$ cat src/rtl/i_ddr_align_ctrl.sv
// Word-alignment controller behind an I_DDR input register.
// Gathers 2-bit DDR samples into a history register. During training it
// bit-slips a word window until TRAIN_PATTERN is seen LOCK_COUNT times in a
// row. Once locked, it presents one aligned word per word period with a
// single-cycle WORD_VALID strobe.
module i_ddr_align_ctrl #(
    parameter int unsigned           WORD_WIDTH    = 8,
    parameter logic [WORD_WIDTH-1:0] TRAIN_PATTERN = 8'hA5,
    parameter int unsigned           LOCK_COUNT    = 4,
    parameter int unsigned           MAX_ATTEMPTS  = 16
) (
    input  logic                          C,
    input  logic                          R,
    input  logic                          START,
    input  logic [1:0]                    DDR_Q,
    output logic                          DDR_E,
    output logic [WORD_WIDTH-1:0]         WORD,
    output logic                          WORD_VALID,
    output logic                          LOCKED,
    output logic                          ERROR,
    output logic [$clog2(WORD_WIDTH)-1:0] SLIP
);

    localparam int unsigned HALF = WORD_WIDTH / 2;
    localparam int unsigned SW   = $clog2(WORD_WIDTH);
    localparam int unsigned BW   = (HALF > 1) ? $clog2(HALF) : 1;

    localparam logic [BW-1:0] BEAT_LAST = BW'(HALF - 1);
    localparam logic [SW-1:0] SLIP_LAST = SW'(WORD_WIDTH - 1);
    localparam logic [3:0]    LOCK_N    = 4'(LOCK_COUNT);
    localparam logic [7:0]    ATTEMPT_N = 8'(MAX_ATTEMPTS);

    typedef enum logic [2:0] {
        S_IDLE,
        S_SEARCH,
        S_CHECK,
        S_LOCKED,
        S_FAIL
    } state_t;

    state_t                  state;
    logic [BW-1:0]           beat;
    logic [2*WORD_WIDTH-1:0] hist;
    logic [3:0]              match_cnt;
    logic [7:0]              attempt_cnt;

    logic [WORD_WIDTH-1:0]   cand;
    logic                    boundary;
    logic                    is_match;
    logic [SW-1:0]           slip_inc;
    logic [3:0]              match_nxt;
    logic [7:0]              attempt_nxt;

    // Candidate word from the current window offset, plus next-value helpers.
    always_comb begin
        cand        = hist[SLIP +: WORD_WIDTH];
        boundary    = DDR_E && (beat == BEAT_LAST);
        is_match    = (cand == TRAIN_PATTERN);
        slip_inc    = (SLIP == SLIP_LAST) ? '0 : SLIP + 1'b1;
        match_nxt   = match_cnt + 4'd1;
        attempt_nxt = attempt_cnt + 8'd1;
    end

    // Capture, beat counting and training/lock state machine with registered outputs.
    always_ff @(posedge C or negedge R) begin
        if (!R) begin
            state       <= S_IDLE;
            DDR_E       <= 1'b0;
            WORD        <= '0;
            WORD_VALID  <= 1'b0;
            LOCKED      <= 1'b0;
            ERROR       <= 1'b0;
            SLIP        <= '0;
            beat        <= '0;
            hist        <= '0;
            match_cnt   <= '0;
            attempt_cnt <= '0;
        end else begin
            WORD_VALID <= 1'b0;

            if (DDR_E) begin
                hist <= {hist[2*WORD_WIDTH-3:0], DDR_Q[1], DDR_Q[0]};
                beat <= (beat == BEAT_LAST) ? '0 : beat + 1'b1;
            end

            if (START) begin
                // START overrides any boundary decision; hist keeps shifting.
                state       <= S_SEARCH;
                DDR_E       <= 1'b1;
                LOCKED      <= 1'b0;
                ERROR       <= 1'b0;
                SLIP        <= '0;
                beat        <= '0;
                match_cnt   <= '0;
                attempt_cnt <= '0;
            end else if (boundary) begin
                case (state)
                    S_SEARCH: begin
                        if (is_match) begin
                            match_cnt <= 4'd1;
                            if (LOCK_N == 4'd1) begin
                                state  <= S_LOCKED;
                                LOCKED <= 1'b1;
                            end else begin
                                state <= S_CHECK;
                            end
                        end else begin
                            attempt_cnt <= attempt_nxt;
                            SLIP        <= slip_inc;
                            if (attempt_nxt >= ATTEMPT_N) begin
                                state <= S_FAIL;
                                ERROR <= 1'b1;
                            end
                        end
                    end
                    S_CHECK: begin
                        if (is_match) begin
                            match_cnt <= match_nxt;
                            if (match_nxt >= LOCK_N) begin
                                state  <= S_LOCKED;
                                LOCKED <= 1'b1;
                            end
                        end else begin
                            match_cnt   <= '0;
                            attempt_cnt <= attempt_nxt;
                            SLIP        <= slip_inc;
                            if (attempt_nxt >= ATTEMPT_N) begin
                                state <= S_FAIL;
                                ERROR <= 1'b1;
                            end else begin
                                state <= S_SEARCH;
                            end
                        end
                    end
                    S_LOCKED: begin
                        WORD       <= cand;
                        WORD_VALID <= 1'b1;
                    end
                    default: begin
                    end
                endcase
            end
        end
    end

endmodule

$ cat config.mk
export PLATFORM = sky130hd
export DESIGN_NAME = i_ddr_align_ctrl
export DESIGN_NICKNAME = d
export VERILOG_FILES = /design/src/rtl/i_ddr_align_ctrl.sv
export SDC_FILE = /design/constraint.sdc
export NUM_CORES = 1
export LEC_CHECK = 0
export BUFFER_PORTS_ARGS = -buffer_cell sky130_fd_sc_hd__buf_2
export CORE_MARGIN = 3
export CORE_UTILIZATION = 48
export DETAILED_ROUTE_END_ITERATION = 10
export PLACE_DENSITY = 0.73
export SETUP_SLACK_MARGIN = 0.3
export SLEW_MARGIN = 20
export SYNTH_ARGS = -nofsm -noshare
export SYNTH_HDL_FRONTEND = slang
export SYNTH_SLANG_ARGS = --single-unit
$ cat constraint.sdc
create_clock -name C -period 2.1 [get_ports C]
set_input_delay 0.42 -clock C [delete_from_list [all_inputs] [get_ports C]]
set_output_delay 0.42 -clock C [all_outputs]
set_load 0.01 [all_outputs]
# After elaboration in Yosys (flattened, before gate mapping)
# Index checks and enable logic that the tools add are counted.
totals:
  register_bits: 48
  n_memories: 0
  latchBits: 0
  input_bits: 5
  out_inout_bits: 15
  ramBits: 0
  mem_bits_ro: 0
classes:
  n_mux: 38
  n_shift: 1
  n_bitwise: 1
  n_mul: 0
  order_cmp: 2
  n_addsub: 4
  n_reduce_logical: 16
  div_mod_pow: 0
  n_eq_ne: 10
ops:
  columns: ["op", "count"]
  rows:
  - ["3-bit two-way mux", 12]
  - ["8-bit two-way mux", 4]
  - ["4-bit two-way mux", 4]
  - ["16-bit by 4-bit indexed part select with 8-bit output", 1]
  - ["2-bit nonzero test", 7]
  - ["1-bit two-way mux", 13]
  - ["4-bit AND reduction", 3]
  - ["3-bit AND reduction", 3]
  - ["8-bit by 1-bit adder with 8-bit output, second input constant", 1]
  - ["8-bit == test, second input constant", 1]
  - ["8-bit by 5-bit >= comparator with 1-bit output, second input constant", 1]
  - ["4-bit inequality test, second input constant", 2]
  - ["4-bit one-hot mux with 2 select lines", 1]
  - ["3-bit by 2-bit == test with 1-bit output, second input constant", 2]
  - ["2-bit two-way mux", 3]
  - ["3-bit one-hot mux with 2 select lines", 1]
  - ["4-bit by 1-bit adder with 4-bit output, second input constant", 1]
  - ["4-bit by 3-bit >= comparator with 1-bit output, second input constant", 1]
  - ["3-bit by 1-bit adder with 3-bit output, second input constant", 1]
  - ["3-bit by 1-bit == test with 1-bit output, second input constant", 1]
  - ["3-bit == test, second input constant", 1]
  - ["3-bit inequality test, second input constant", 1]
  - ["3-bit nonzero test", 1]
  - ["2-bit by 1-bit adder with 2-bit output, second input constant", 1]
  - ["other kinds (5)", 5]

# Logic depth before layout (Yosys ltp)
logic_depth:
  depth_word: 7
  mapped_depth: 8
  mapped_depth_nobuf: 7

# Least setup slack after synthesis
# Ideal clock, no wire load.
synth_path:
  kind: "register to register"
  from: "reg SLIP[1]"
  to: "reg attempt_cnt[2]"
  arrival_time_ns: 2.283
  stages_incl_launch_ff: 9
  period_less_slack_ns: 2.407
  required_time_ns: 1.975
  path_slack_ns: -0.307
  path_cell_list: "dfrtp_1 buf_6 mux4_1 mux2i_1 nand4_2 or2_1 buf_2 nand3_1 mux2_2"
synth_between:
  elab_chain_len: 4
synth_lines:
  columns: ["element", "line", "rtl"]
  rows:
  - ["from (decl)", "21", "output logic [$clog2(WORD_WIDTH)-1:0] SLIP"]
  - ["from (signal assigned)", "109", "SLIP <= slip_inc;"]
  - ["from (signal assigned)", "126", "SLIP <= slip_inc;"]
  - ["16-bit by 4-bit indexed part select with 8-bit output", "56", "cand = hist[SLIP +: WORD_WIDTH];"]
  - ["8-bit == test", "58", "is_match = (cand == TRAIN_PATTERN);"]
  - ["2-bit inequality test (no source line)", null, null]
  - ["3-bit AND reduction (no source line)", null, null]
  - ["to (signal assigned)", "108", "attempt_cnt <= attempt_nxt;"]
  - ["to (signal assigned)", "125", "attempt_cnt <= attempt_nxt;"]
  - ["to (decl)", "45", "logic [7:0] attempt_cnt;"]
# Every way passes these cells.
# A chain may end at the register's enable or synchronous reset.

# Final worst setup path
layout_path:
  from: "reg SLIP[1]"
  to: "reg SLIP[2]"
layout_between:
  elab_chain_len: 6
layout_lines:
  columns: ["element", "line", "rtl"]
  rows:
  - ["3-bit by 1-bit adder with 3-bit output or 3-bit == test (tied branches)", "59", "slip_inc = (SLIP == SLIP_LAST) ? '0 : SLIP + 1'b1;"]
  - ["3-bit two-way mux", "59", null]
  - ["3-bit two-way mux", "99, 117", null]
  - ["3-bit two-way mux", null, null]
  - ["3-bit two-way mux", "96", "end else if (boundary) begin"]
  - ["3-bit two-way mux", "86", "if (START) begin"]
# Parallel ways exist; a longest one is shown, timed or not. The select of a mux whose other input is x is not followed.

==> results.py <==
metrics = {
    "timing": {
        "final.min_clock_period_ns": 2.35,
        "setup_viol": 19,
        "worst_pin_slew_ns": 0.635,
        "slew_violations": 0,
        "finalCritPeriodShare_pct": 112,
        "max_freq_mhz": 425,
        "fin_ws_ns": -0.251,
        "tns_ns": -3.27,
        "final_hold_viol_count": 0,
        "rsz0062_at_grt": "yes",
        "skew_ns": 0.00496,
        "relSlewSlack_pct": 57.5,
    },
    "layout": {
        "fillerInstances": 365,
        "final_layout_size_suffix_gt1_share_pct": 46.9,
        "area_growth_pct": 31.4,
        "utilization_pct": 67.9,
        "n_antenna_cell": 0,
        "fin_nets": 284,
        "fin_cells": 342,
        "design_area_sq_mm": 0.00333,
    },
    "clocking": {
        "ctsHoldBuffers": 0,
        "cts_buffers": 5,
        "root_buffer": "clkbuf_8",
        "clkSinkCount": 47,
        "htree_levels": 2,
        "clk_latency_ns": 0.31,
        "cts_tree": "built",
        "clk_pin_slew_ns": 0.08,
        "cts_max_path_buffers": 2,
    },
    "floorplanning": {
        "die_x_um": 78.7,
        "die_y_um": 78.7,
        "row_count": 25,
        "coreArea_sq_mm": 0.00491,
        "dieArea_sq_mm": 0.00619,
        "start_util_pct": 51.7,
        "ios": 20,
    },
    "synthesis": {
        "netlist_instances": 215,
        "ys_warn_count": 0,
        "synth.top_cell.area_share_pct": 46.4,
        "ys.flop_type": "dfrtp_1",
        "yosysTopAreaCell": "dfrtp_1",
        "avgSynthCellArea_sq_um": 11.8,
        "synth-edff-count": 0,
        "synthTopCellsByArea": "dfrtp_1 46%, mux2_2 11%, mux4_1 9.3%",
        "synth_seq_cells": 47,
        "syn_nets": 225,
        "synthArstFlopShare_pct": 100,
        "synth_seq_area_share_pct": 46.4,
        "synth_area_sq_mm": 0.00254,
        "synth_cell_types": 42,
        "yosysMostFrequentCell": "dfrtp_1",
        "synth_common_cells": "47 x dfrtp_1, 24 x mux2_2, 15 x nor2_1",
    },
    "global_route": {
        "grt_pass1_vias": 1978,
        "antenna_found_initial": 0,
        "grt.total_usage_pct": 20.6,
        "grt_start_max_net_pins": 28,
        "grt_overflow_total": 0,
        "grt_pass1_wl_um": 9760,
    },
    "place": {
        "dpl.hpwl_um": 3820,
        "dp.cells": 324,
        "place_area_sq_mm": 0.00296,
        "pre_cts_ws_ns": -0.275,
        "io_buffers": 19,
        "routabilityCongestion": 0.860,
    },
    "route": {
        "via_per_inst": 5.61,
        "dr.pass1.iters": 4,
        "detail-route-antenna-nets": 0,
        "drc_errors": 0,
        "drt_iter0_drc": 194,
        "avgRoutedWirePerCell_um": 16.4,
        "via_count": 1918,
        "drt_wl_total_um": 5610,
    },
    "setup_path": {
        "end_kind": "register",
        "reg2reg_slack_ns": -0.25,
        "arrival_ns": 2.54,
        "worstSetupPathType": "register to register",
        "startpoint_type": "register",
        "crit_path_max_fanout": 8,
        "required_ns": 2.29,
        "reg2reg_depth": 10,
    },
    "pwr": {
        "ir_worst_vdd_v": 0.000406,
        "leakagePower_nw": 1.51,
        "cellPowerDensity_mw_per_mm2": 667,
    },
    "outcome": {
        "outcome": "finished with violations",
        "violations": "negative setup slack",
    },
    "job": {
        "cap_viol_max_count": 0,
    },
    "worst_hold_path": {
        "hold_class": "input pin to asynchronous set/reset pin",
    },
}
==> sequential cells by signal, summed over array words and instances, names as in the netlist <==
name / count
hist: 15
WORD: 8
attempt_cnt: 8
match_cnt: 4
SLIP: 3
state: 3
beat: 2
DDR_E: 1
ERROR: 1
LOCKED: 1
WORD_VALID: 1
==> cells by family (layout without fill, tap and decap cells) <==
group                    Yosys count  in the layout  share of synthesized area (%)
AND/OR/NAND/NOR                   58             58                           11.7
flip-flops                        47             47                           46.4
multiplexers                      42             42                           23.5
AO/OA/AOI/OAI                     37             37                           10.5
buffers and inverters             21             81                           3.75
adder cells (fa/ha/maj)            5              5                           2.47
XOR/XNOR                           5              5                           1.73
==> what timing repair did <==
item                                    CTS  global route
gates resized for setup                  35            11
endpoints found under the hold margin     0             0
endpoints found under the setup margin   20            26
setup buffers                             7             3
pin swaps                                18             3
==> metal layers <==
layer	wire length [um]	part of all wire [%]	track usage, %	vias up
li1	-	-	-	915
met2	3030	54	36.2	33
met3	195	3.5	6.01	5
met1	2330	42	25.0	965
met5	0	0	0	-
met4	55	0.98	4.72	0
==> cell usage in the layout (no fill, tap or decap), drive strengths merged, types with 2 or more instances in the layout <==
cell,synthesis,layout
nand3,6,6
or2,2,2
mux2i,9,9
mux4,9,9
o31ai,2,2
nor2,15,15
clkbuf,8,7
a21bo,2,2
nor3,7,7
nand4,4,4
a31oi,2,2
buf,3,63
dfrtp,47,47
xor2,2,2
ha,5,5
o21ai,10,10
nor2b,3,3
or3,3,3
mux2,24,24
o211ai,4,4
xnor2,3,3
a21oi,6,6
clkinv,1,2
inv,9,9
o2bb2ai,4,4
and3,4,4
nand2,11,11
==> worst paths after layout <==
kind | from | end
worst min-delay path | R | match_cnt[3]
worst max-delay path | SLIP[1] | SLIP[2]
worst min register to register | WORD[1] | WORD[1]
max in group asynchronous | R | hist[10]
worst max register to register | SLIP[1] | SLIP[2]
min in group C | DDR_Q[0] | hist[0]
==> worst max-delay path: stages (launching register included) <==
cell and delay (ns):
dfrtp_1 0.41, buf_12 0.15, mux4_2 0.54, mux2_4 0.32, nand4_4 0.12, nor2_2 0.05
buf_6 0.13, buf_4 0.13, a21oi_2 0.15, buf_6 0.15, o2bb2ai_4 0.06
==> metrics by stage <==
stage / power, mW / hold WS [ns]
2_1_floorplan: 1.26 / 0.124
3_3_place_gp: 1.45 / 0.417
6_report: 2.22 / 0.0731
4_1_cts: 2.19 / 0.0886
3_5_place_dp: 1.46 / 0.427
5_1_grt: 2.35 / 0.0964
==> cell type report <==
type	count	area [sq um]	area share, %
Timing Repair Buffer	63	504	15.1
Sequential cell	47	1180	35.3
Inverter	10	37.5	1.13
Tap cell	67	83.8	2.51
Clock inverter	1	5.00	0.150
Clock buffer	7	76.3	2.29
Multi-Input combinational cell	147	1450	43.5
==> report_power, final <==
part           internal [mW]  switching, mW  total, mW
combinational          0.400          0.301      0.700
clock                  0.234          0.304      0.538
sequential             0.942         0.0425      0.985
total                   1.58          0.647       2.22
No activity file was read; power rests on OpenSTA's default activity.
